File: config.mk
export PLATFORM = sky130hd
export DESIGN_NAME = regfile_wb_sequencer
export DESIGN_NICKNAME = d
export VERILOG_FILES = /design/src/rtl/regfile_wb_sequencer.sv
export SDC_FILE = /design/constraint.sdc
export NUM_CORES = 1
export LEC_CHECK = 0
export CAP_MARGIN = 20
export CORE_MARGIN = 2
export CORE_UTILIZATION = 50
export DETAILED_ROUTE_END_ITERATION = 10
export PLACE_DENSITY = 0.86
export SETUP_SLACK_MARGIN = 0.15
export SLEW_MARGIN = 20
export SYNTH_ARGS = -nofsm -noshare
export SYNTH_HDL_FRONTEND = slang
export SYNTH_SLANG_ARGS = --single-unit
File: constraint.sdc
create_clock -name clk -period 3.5 [get_ports clk]
set_input_delay 0.525 -clock clk [delete_from_list [all_inputs] [get_ports clk]]
set_output_delay 0.525 -clock clk [all_outputs]
set_load 0.005 [all_outputs]
File: src/rtl/regfile_wb_sequencer.sv
// Write-back sequencer: queues ALU and load results in a small FIFO and drains them into the
// register file's single write port. Optional macro WB_BYPASS_EN: write-through when idle.
module regfile_wb_sequencer #(
  parameter int WORD       = 4,
  parameter int WIDTH      = 8,
  parameter int ADDR_WIDTH = 4,
  parameter int DEPTH      = 4,
  localparam int NREG = (1 << ADDR_WIDTH) / WORD,
  localparam int RIDX = (NREG > 1) ? $clog2(NREG) : 1,
  localparam int LW   = (WORD > 1) ? $clog2(WORD) : 1,
  localparam int DW   = WORD * WIDTH,
  localparam int AW   = ADDR_WIDTH * WIDTH
) (
  input  logic            clk,
  input  logic            rst,
  input  logic            alu_valid,
  output logic            alu_ready,
  input  logic [RIDX-1:0] alu_reg,
  input  logic [DW-1:0]   alu_data,
  input  logic            mem_valid,
  output logic            mem_ready,
  input  logic [RIDX-1:0] mem_reg,
  input  logic [DW-1:0]   mem_data,
  input  logic            mem_byte,
  input  logic [LW-1:0]   mem_lane,
  input  logic            stall,
  output logic            we,
  output logic [AW-1:0]   wa,
  output logic [DW-1:0]   wd,
  output logic [NREG-1:0] pending
);

  localparam int PW = $clog2(DEPTH);
  localparam int CW = PW + 1;

  logic [RIDX-1:0]  fifo_reg  [DEPTH];
  logic [DW-1:0]    fifo_data [DEPTH];
  logic [PW-1:0]    wr_ptr, rd_ptr;
  logic [CW-1:0]    count;
  logic [CW-1:0]    occ_after;
  logic [RIDX-1:0]  last_reg;
  logic [DW-1:0]    last_data;
  logic [WIDTH-1:0] lane_byte;
  logic [RIDX-1:0]  in_reg;
  logic [DW-1:0]    in_data;
  logic             pop, full, push_mem, push_alu, push, bypass, q_push;

  function automatic logic [AW-1:0] byte_addr(input logic [RIDX-1:0] r);
    return AW'(r) * AW'(WORD);
  endfunction

  // Readiness looks at occupancy after this cycle's retire, so a full FIFO that drains still accepts.
  assign pop       = (count != '0) && !stall;
  assign occ_after = count - CW'(pop);
  assign full      = (occ_after == CW'(DEPTH));
  assign mem_ready = !full;
  assign alu_ready = !full && !mem_valid;
  assign push_mem  = mem_valid && mem_ready;
  assign push_alu  = alu_valid && alu_ready;
  assign push      = push_mem || push_alu;

  assign lane_byte = mem_data[mem_lane*WIDTH +: WIDTH];
  assign in_reg    = push_mem ? mem_reg : alu_reg;
  assign in_data   = !push_mem ? alu_data : (mem_byte ? DW'(lane_byte) : mem_data);

`ifdef WB_BYPASS_EN
  assign bypass = (count == '0) && !stall && push;
`else
  assign bypass = 1'b0;
`endif
  assign q_push = push && !bypass;

  // NOTE: sequential state uses non-blocking assignments so every register samples pre-edge values.
  always_ff @(posedge clk) begin
    if (rst) begin
      wr_ptr    <= '0;
      rd_ptr    <= '0;
      count     <= '0;
      last_reg  <= '0;
      last_data <= '0;
    end else begin
      if (q_push) wr_ptr <= wr_ptr + 1'b1;
      if (pop) begin
        rd_ptr    <= rd_ptr + 1'b1;
        last_reg  <= fifo_reg[rd_ptr];
        last_data <= fifo_data[rd_ptr];
      end else if (bypass) begin
        last_reg  <= in_reg;
        last_data <= in_data;
      end
      count <= count + CW'(q_push) - CW'(pop);
    end
  end

  // NOTE: storage has no reset; entries are only read while count marks them valid.
  always_ff @(posedge clk) begin
    if (q_push) begin
      fifo_reg[wr_ptr]  <= in_reg;
      fifo_data[wr_ptr] <= in_data;
    end
  end

  // NOTE: every output gets a default first so no latch is inferred.
  always_comb begin
    we = pop;
    wa = byte_addr(last_reg);
    wd = last_data;
    if (bypass) begin
      we = 1'b1;
      wa = byte_addr(in_reg);
      wd = in_data;
    end else if (count != '0) begin
      wa = byte_addr(fifo_reg[rd_ptr]);
      wd = fifo_data[rd_ptr];
    end
  end

  always_comb begin
    pending = '0;
    for (int k = 0; k < DEPTH; k++) begin
      if (CW'(k) < count) pending[fifo_reg[rd_ptr + PW'(k)]] = 1'b1;
    end
  end

endmodule

==> results of run 1 <==
through the flow:
stage | setup WS (ns) | hold slack (ns) | area [µm²]
global placement | 0.623 | 0.438 | 9550
global route | 0.153 | 0.472 | 10200
detailed placement | 0.490 | 0.447 | 9550
finish | 0.338 | 0.454 | 10200
floorplan | 1.04 | 0.433 | 8430
CTS | 0.296 | 0.456 | 10200
area by class of cell:
class	count	area share, %
flip-flops and latches	179	48.6
multi-input cells	386	29.4
repair buffers	130	12.7
clock buffers	19	4.45
well taps	220	2.71
clock inverters	13	1.69
inverters	12	0.467
how the worst max path moves through the flow:
stage,from,endpoint,cells after the start
floorplan,count[0]$_SDFF_PP0_,count[2]$_SDFF_PP0_,13
global placement,stall,count[2]$_SDFF_PP0_,11
detailed placement,stall,count[2]$_SDFF_PP0_,11
CTS,flip-flop,pending[0],6
global route,flip-flop,pending[2],6
finish,flip-flop,pending[2],6
cells in the final DEF, fill, tap and decap left out, drive strengths merged, types with 2 or more instances in the layout:
| cell | n |
|---|---|
| mux4 | 39 |
| nand3 | 2 |
| o21ai | 33 |
| mux2i | 9 |
| clkdlybuf4s50 | 116 |
| nor3b | 2 |
| inv | 16 |
| and2 | 5 |
| nand2b | 27 |
| bufinv | 3 |
| buf | 14 |
| nor3 | 2 |
| mux2 | 40 |
| nor2 | 13 |
| a21oi | 36 |
| nor2b | 10 |
| a221o | 7 |
| a22oi | 2 |
| conb | 30 |
| nand2 | 102 |
| clkbuf | 19 |
| clkinv | 5 |
| xnor2 | 4 |
| dfxtp | 43 |
| a31oi | 2 |
| o2111ai | 2 |
| edfxtp | 136 |
| ha | 8 |
worst max-delay path: stages (launching register included):
cell and delay (ns):
dfxtp_2 0.34, buf_12 0.26, mux4_2 0.64, nor2b_1 0.18, a21oi_1 0.06, o2111ai_1 0.21
clkdlybuf4s50_1 0.54
power by group through the flow:
stage	logic (W)	registers, W	clock network (W)
after detailed placement	0.00357	0.00319	0
after CTS	0.00361	0.00315	0.00198
final	0.00359	0.00315	0.00196
after floorplan	0.00225	0.00306	0
after global routing	0.00389	0.00320	0.00207
after global placement	0.00349	0.00313	0
metal layers:
metal,global-route usage (%),part of all wire [%]
met5,0,0
met4,8.12,2.4
met3,4.98,8.8
met2,36.1,50
met1,28.4,39
cell families after synthesis:
| logic type | after synthesis | synth area share (%) |
|---|---|---|
| XOR/XNOR | 5 | 0.616 |
| adder cells (fa/ha/maj) | 9 | 1.44 |
| flip-flops | 179 | 59.4 |
| other | 1 | 0.0451 |
| multiplexers | 88 | 17.1 |
| buffers and inverters | 80 | 6.00 |
| AND/OR/NAND/NOR | 166 | 9.17 |
| AO/OA/AOI/OAI | 88 | 6.25 |
==> reports/results.ini, run 1 <==
[status]
status = complete, no violations

[layout]
regArea_um2 = 4950
multiInputGateArea_um2 = 2990
final_nets = 811
syn_to_final_growth_pct = 22.2
final_cells = 959
largest_reg_flops = 128
fillers = 1160
drive_gt1_share_pct = 17.5
insertedDiodeCount = 0
post-route-util_pct = 62.0

[drt]
ant_nets = 0
num_vias = 5382
drtIter0Drc = 607
first_pass_iters = 5
routedWlPerCell_um = 19.3
routed_wl_mm = 18.5
vias_per_cell = 5.61
route.detailed.drc = 0

[power_and_ir_drop]
p_per_area_nw_per_um2 = 855
peakVddDrop_uv = 442
sw_frac_of_total_pct = 31.2
power_leakage_nw = 3.55
sequentialPowerShare_pct = 36.2
p_int_w = 0.00598
combPwrFrac_pct = 41.2
total_power_w = 0.00870
p_sw_w = 0.00271
p_clk_share_pct = 22.6

[clock_network]
cts_buffer_depth = 2
cts_setup_buffers = 0
cts_hold_buf = 0
cts_htree_levels = 4
clock-sinks = 179
cts_resized = 0
cts_buffers = 17
clockRootBuffer = clkbuf_16
clkTransAtPathRegs_ns = 0.06
clk_latency_ns = 0.41
cts_tree = yes

[global_route]
grt_pass1_wl_mm = 29.3
track_usage_pct = 21.8
grt_pass1_vias = 5505
grt_overflow = 0
antenna_found_initial = 0
grt_max_degree = 67

[hold_path]
holdPathEnd = last_reg[1]$_SDFFE_PP0P_
hold_depth = 2
hp-class = flip-flop to flip-flop
hp-start = last_reg[1]$_SDFFE_PP0P_

[sta]
grt_setup_unrepaired = false
fin_skew_ns = 0.00722
fmax_mhz = 316
fin_crit_sh_pct = 90.3
fin_crit_ns = 3.16
timing.final.max_slew_violations = 0
setup_violations = 0
finalHoldViolations = 0
relSlewSlack_pct = 30.0
finalSetupTns_ns = 0
tightest_slew_ns = 1.05

[synth]
synth-edff-count = 136
synth_top_area_share_pct = 49.1
syn_area_um2 = 8320
synth_top_cell_by_area = edfxtp_1
ys_seq_area_share_pct = 59.4
yosys_warnings = 0
syn_avg_cell_area_um2 = 13.5
synthTopCellsByCount = edfxtp_1 (136), nand2_1 (102), dfxtp_1 (43), mux4_2 (39), mux2_2 (37)
synthArstFlopShare_pct = 0
yosys.cell_count.top_type = edfxtp_1
yosysUniqueCellTypes = 45
synth_ff_type = edfxtp_1
postSynthCellCount = 616
ys_seq_elements = 179
synth.area.top_cells = edfxtp_1 (49%), mux4_2 (11%), dfxtp_1 (10%)

[floorplanning]
num_rows = 47
ioPinCount = 147
fp.dieW_um = 133
die_y_um = 133
start_util_pct = 50.7
coreArea_um2 = 16400
die-area_um2 = 17700

[critical_path]
r2r-start = count[0]$_SDFF_PP0_
worst_setup_path_end_kind = output port
arrival_ns = 2.64
required_ns = 2.97
cp_max_fo = 34
reg2reg_depth = 11
worst-setup-path-type = flip-flop to output port
rrSetupSlack_ns = 0.79
start_kind = flip-flop
r2r_end = count[2]$_SDFF_PP0_

[run]
drv_cap = 0

[placed_design]
place_congestion = 0.868
portBuffers = 116
place_hpwl_mm = 12.2
dp.cells = 927

Power figures use the tool's default switching activity.
==> run 2, diff against run 1 <==
--- a/config.mk
+++ b/config.mk
@@ -7,9 +7,10 @@
 export LEC_CHECK = 0
 export CAP_MARGIN = 20
 export CORE_MARGIN = 2
-export CORE_UTILIZATION = 50
+export CORE_UTILIZATION = 45
 export DETAILED_ROUTE_END_ITERATION = 10
-export PLACE_DENSITY = 0.86
+export HOLD_SLACK_MARGIN = 0.06
+export PLACE_DENSITY = 0.8
 export SETUP_SLACK_MARGIN = 0.15
 export SLEW_MARGIN = 20
 export SYNTH_ARGS = -nofsm -noshare
==> run 2 against run 1 <==
Net effect:
- fmax up 0.70%
- core utilization down 5.4 points
- critical path depth unchanged
- sequential share of layout area down 0.10 points
- critical endpoint is now pending[0]
- largest cell class unchanged
- highest routed layer unchanged
==> reports/results.ini, run 2 (synthesis results as in run 1) <==
[status]
status = complete, no violations

[floorplanning]
coreArea_um2 = 18000
start_util_pct = 46.2
num_rows = 49
die_y_um = 140
ioPinCount = 147
fp.dieW_um = 140
die-area_um2 = 19600

[sta]
finalSetupTns_ns = 0
fin_crit_sh_pct = 89.7
finalWorstSetupSlack_ns = 0.360
finalHoldViolations = 0
fin_skew_ns = 0.0103
tightest_slew_ns = 0.629
timing.final.max_slew_violations = 0
grt_setup_unrepaired = false
relSlewSlack_pct = 58.1
whs_ns = 0.452
fin_crit_ns = 3.14
fmax_mhz = 318
setup_violations = 0

[clock_network]
cts_resized = 0
clkTransAtPathRegs_ns = 0.06
cts_hold_buf = 0
cts_setup_buffers = 0
cts_buffers = 17
cts_htree_levels = 4
clock-sinks = 179
cts_tree = yes
cts_buffer_depth = 2
clk_latency_ns = 0.42
clockRootBuffer = clkbuf_16

[layout]
drive_gt1_share_pct = 17.8
largest_reg_flops = 128
insertedDiodeCount = 0
syn_to_final_growth_pct = 22.5
post-route-util_pct = 56.5
mostFrequentLayoutCell = edfxtp_1
fillers = 1440
layout_common_cells = edfxtp_1 (136), clkdlybuf4s50_1 (116), nand2_1 (102)
final_nets = 819

[power_and_ir_drop]
power_leakage_nw = 3.57
total_power_w = 0.00862
peakVddDrop_uv = 767
p_per_area_nw_per_um2 = 845

[drt]
ant_nets = 0
first_pass_iters = 5
route.detailed.drc = 0
routed_wl_mm = 18.8
routedWlPerCell_um = 19.3
drtIter0Drc = 401
num_vias = 5269
vias_per_cell = 5.40

[run]
drv_cap = 0

[placed_design]
place_hpwl_mm = 12.3
portBuffers = 116
place_ws_ns = 0.460
place_congestion = 0.804

[global_route]
grt_overflow = 0
grt_max_degree = 44
grt_pass1_vias = 5418
track_usage_pct = 19.8
grt_pass1_wl_mm = 29.7
antenna_found_initial = 0

[critical_path]
cp_max_fo = 33
worst_setup_path_end_kind = output port
arrival_ns = 2.61
required_ns = 2.97
worst-setup-path-type = flip-flop to output port
start_kind = flip-flop

[hold_path]
hp-class = flip-flop to flip-flop

## run 2: cell types whose count changed in the layout (fill, tap and decap cells not counted), sizes merged
cell      change
clkinvlp      +1
clkinv        +2
buf           +8
inv           -4
## run 2: through the flow
stage          area [µm²]  instances
2_1_floorplan        8430        645
3_3_place_gp         9620        944
3_5_place_dp         9620        944
4_1_cts             10200        975
5_1_grt             10200        975
6_report            10200        975
## run 2: report_power, final
part | leakage [nW] | switching, W | total [W] | internal [W]
combinational | 1.66 | 0.00171 | 0.00363 | 0.00192
sequential | 1.63 | 0.000225 | 0.00314 | 0.00291
clock | 0.277 | 0.000739 | 0.00185 | 0.00111
total | 3.57 | 0.00267 | 0.00862 | 0.00594
## run 2: worst max-delay path, stage by stage, from the launching register on
cell             delay (ns)
dfxtp_2                0.37
buf_12                 0.29
mux4_2                 0.63
nor2_1                 0.15
nor2_1                 0.06
o2111ai_1              0.17
clkdlybuf4s50_1        0.52
## run 2: cell type report
type / instances / area [µm²] / area share [%]
sequential: 179 / 4950 / 48.5
multi-input combinational: 386 / 2990 / 29.3
clock inverter: 12 / 141 / 1.39
timing repair buffer: 138 / 1350 / 13.3
inverter: 12 / 47.5 / 0.466
clock buffer: 19 / 433 / 4.25
tap: 229 / 287 / 2.81
## run 2: worst paths after layout
kind / from / to / slack, ns / cells after the start
worst min-delay path: last_data[11]$_SDFFE_PP0P_ / last_data[11]$_SDFFE_PP0P_ / 0.45 / 2
worst max-delay path: flip-flop / pending[0] / 0.36 / 6
worst min register to register: last_data[11]$_SDFFE_PP0P_ / last_data[11]$_SDFFE_PP0P_ / 0.45 / 2
worst max register to register: count[0]$_SDFF_PP0_ / count[2]$_SDFF_PP0_ / 0.88 / 11
## run 2: routing by layer
metal / vias to the layer above / routed length (µm) / global-route usage, %
met5: - / 0 / 0
met4: 0 / 400 / 6.95
met2: 203 / 9170 / 32.4
met3: 40 / 1070 / 4.27
li1: 2430 / - / -
met1: 2596 / 8180 / 26.5
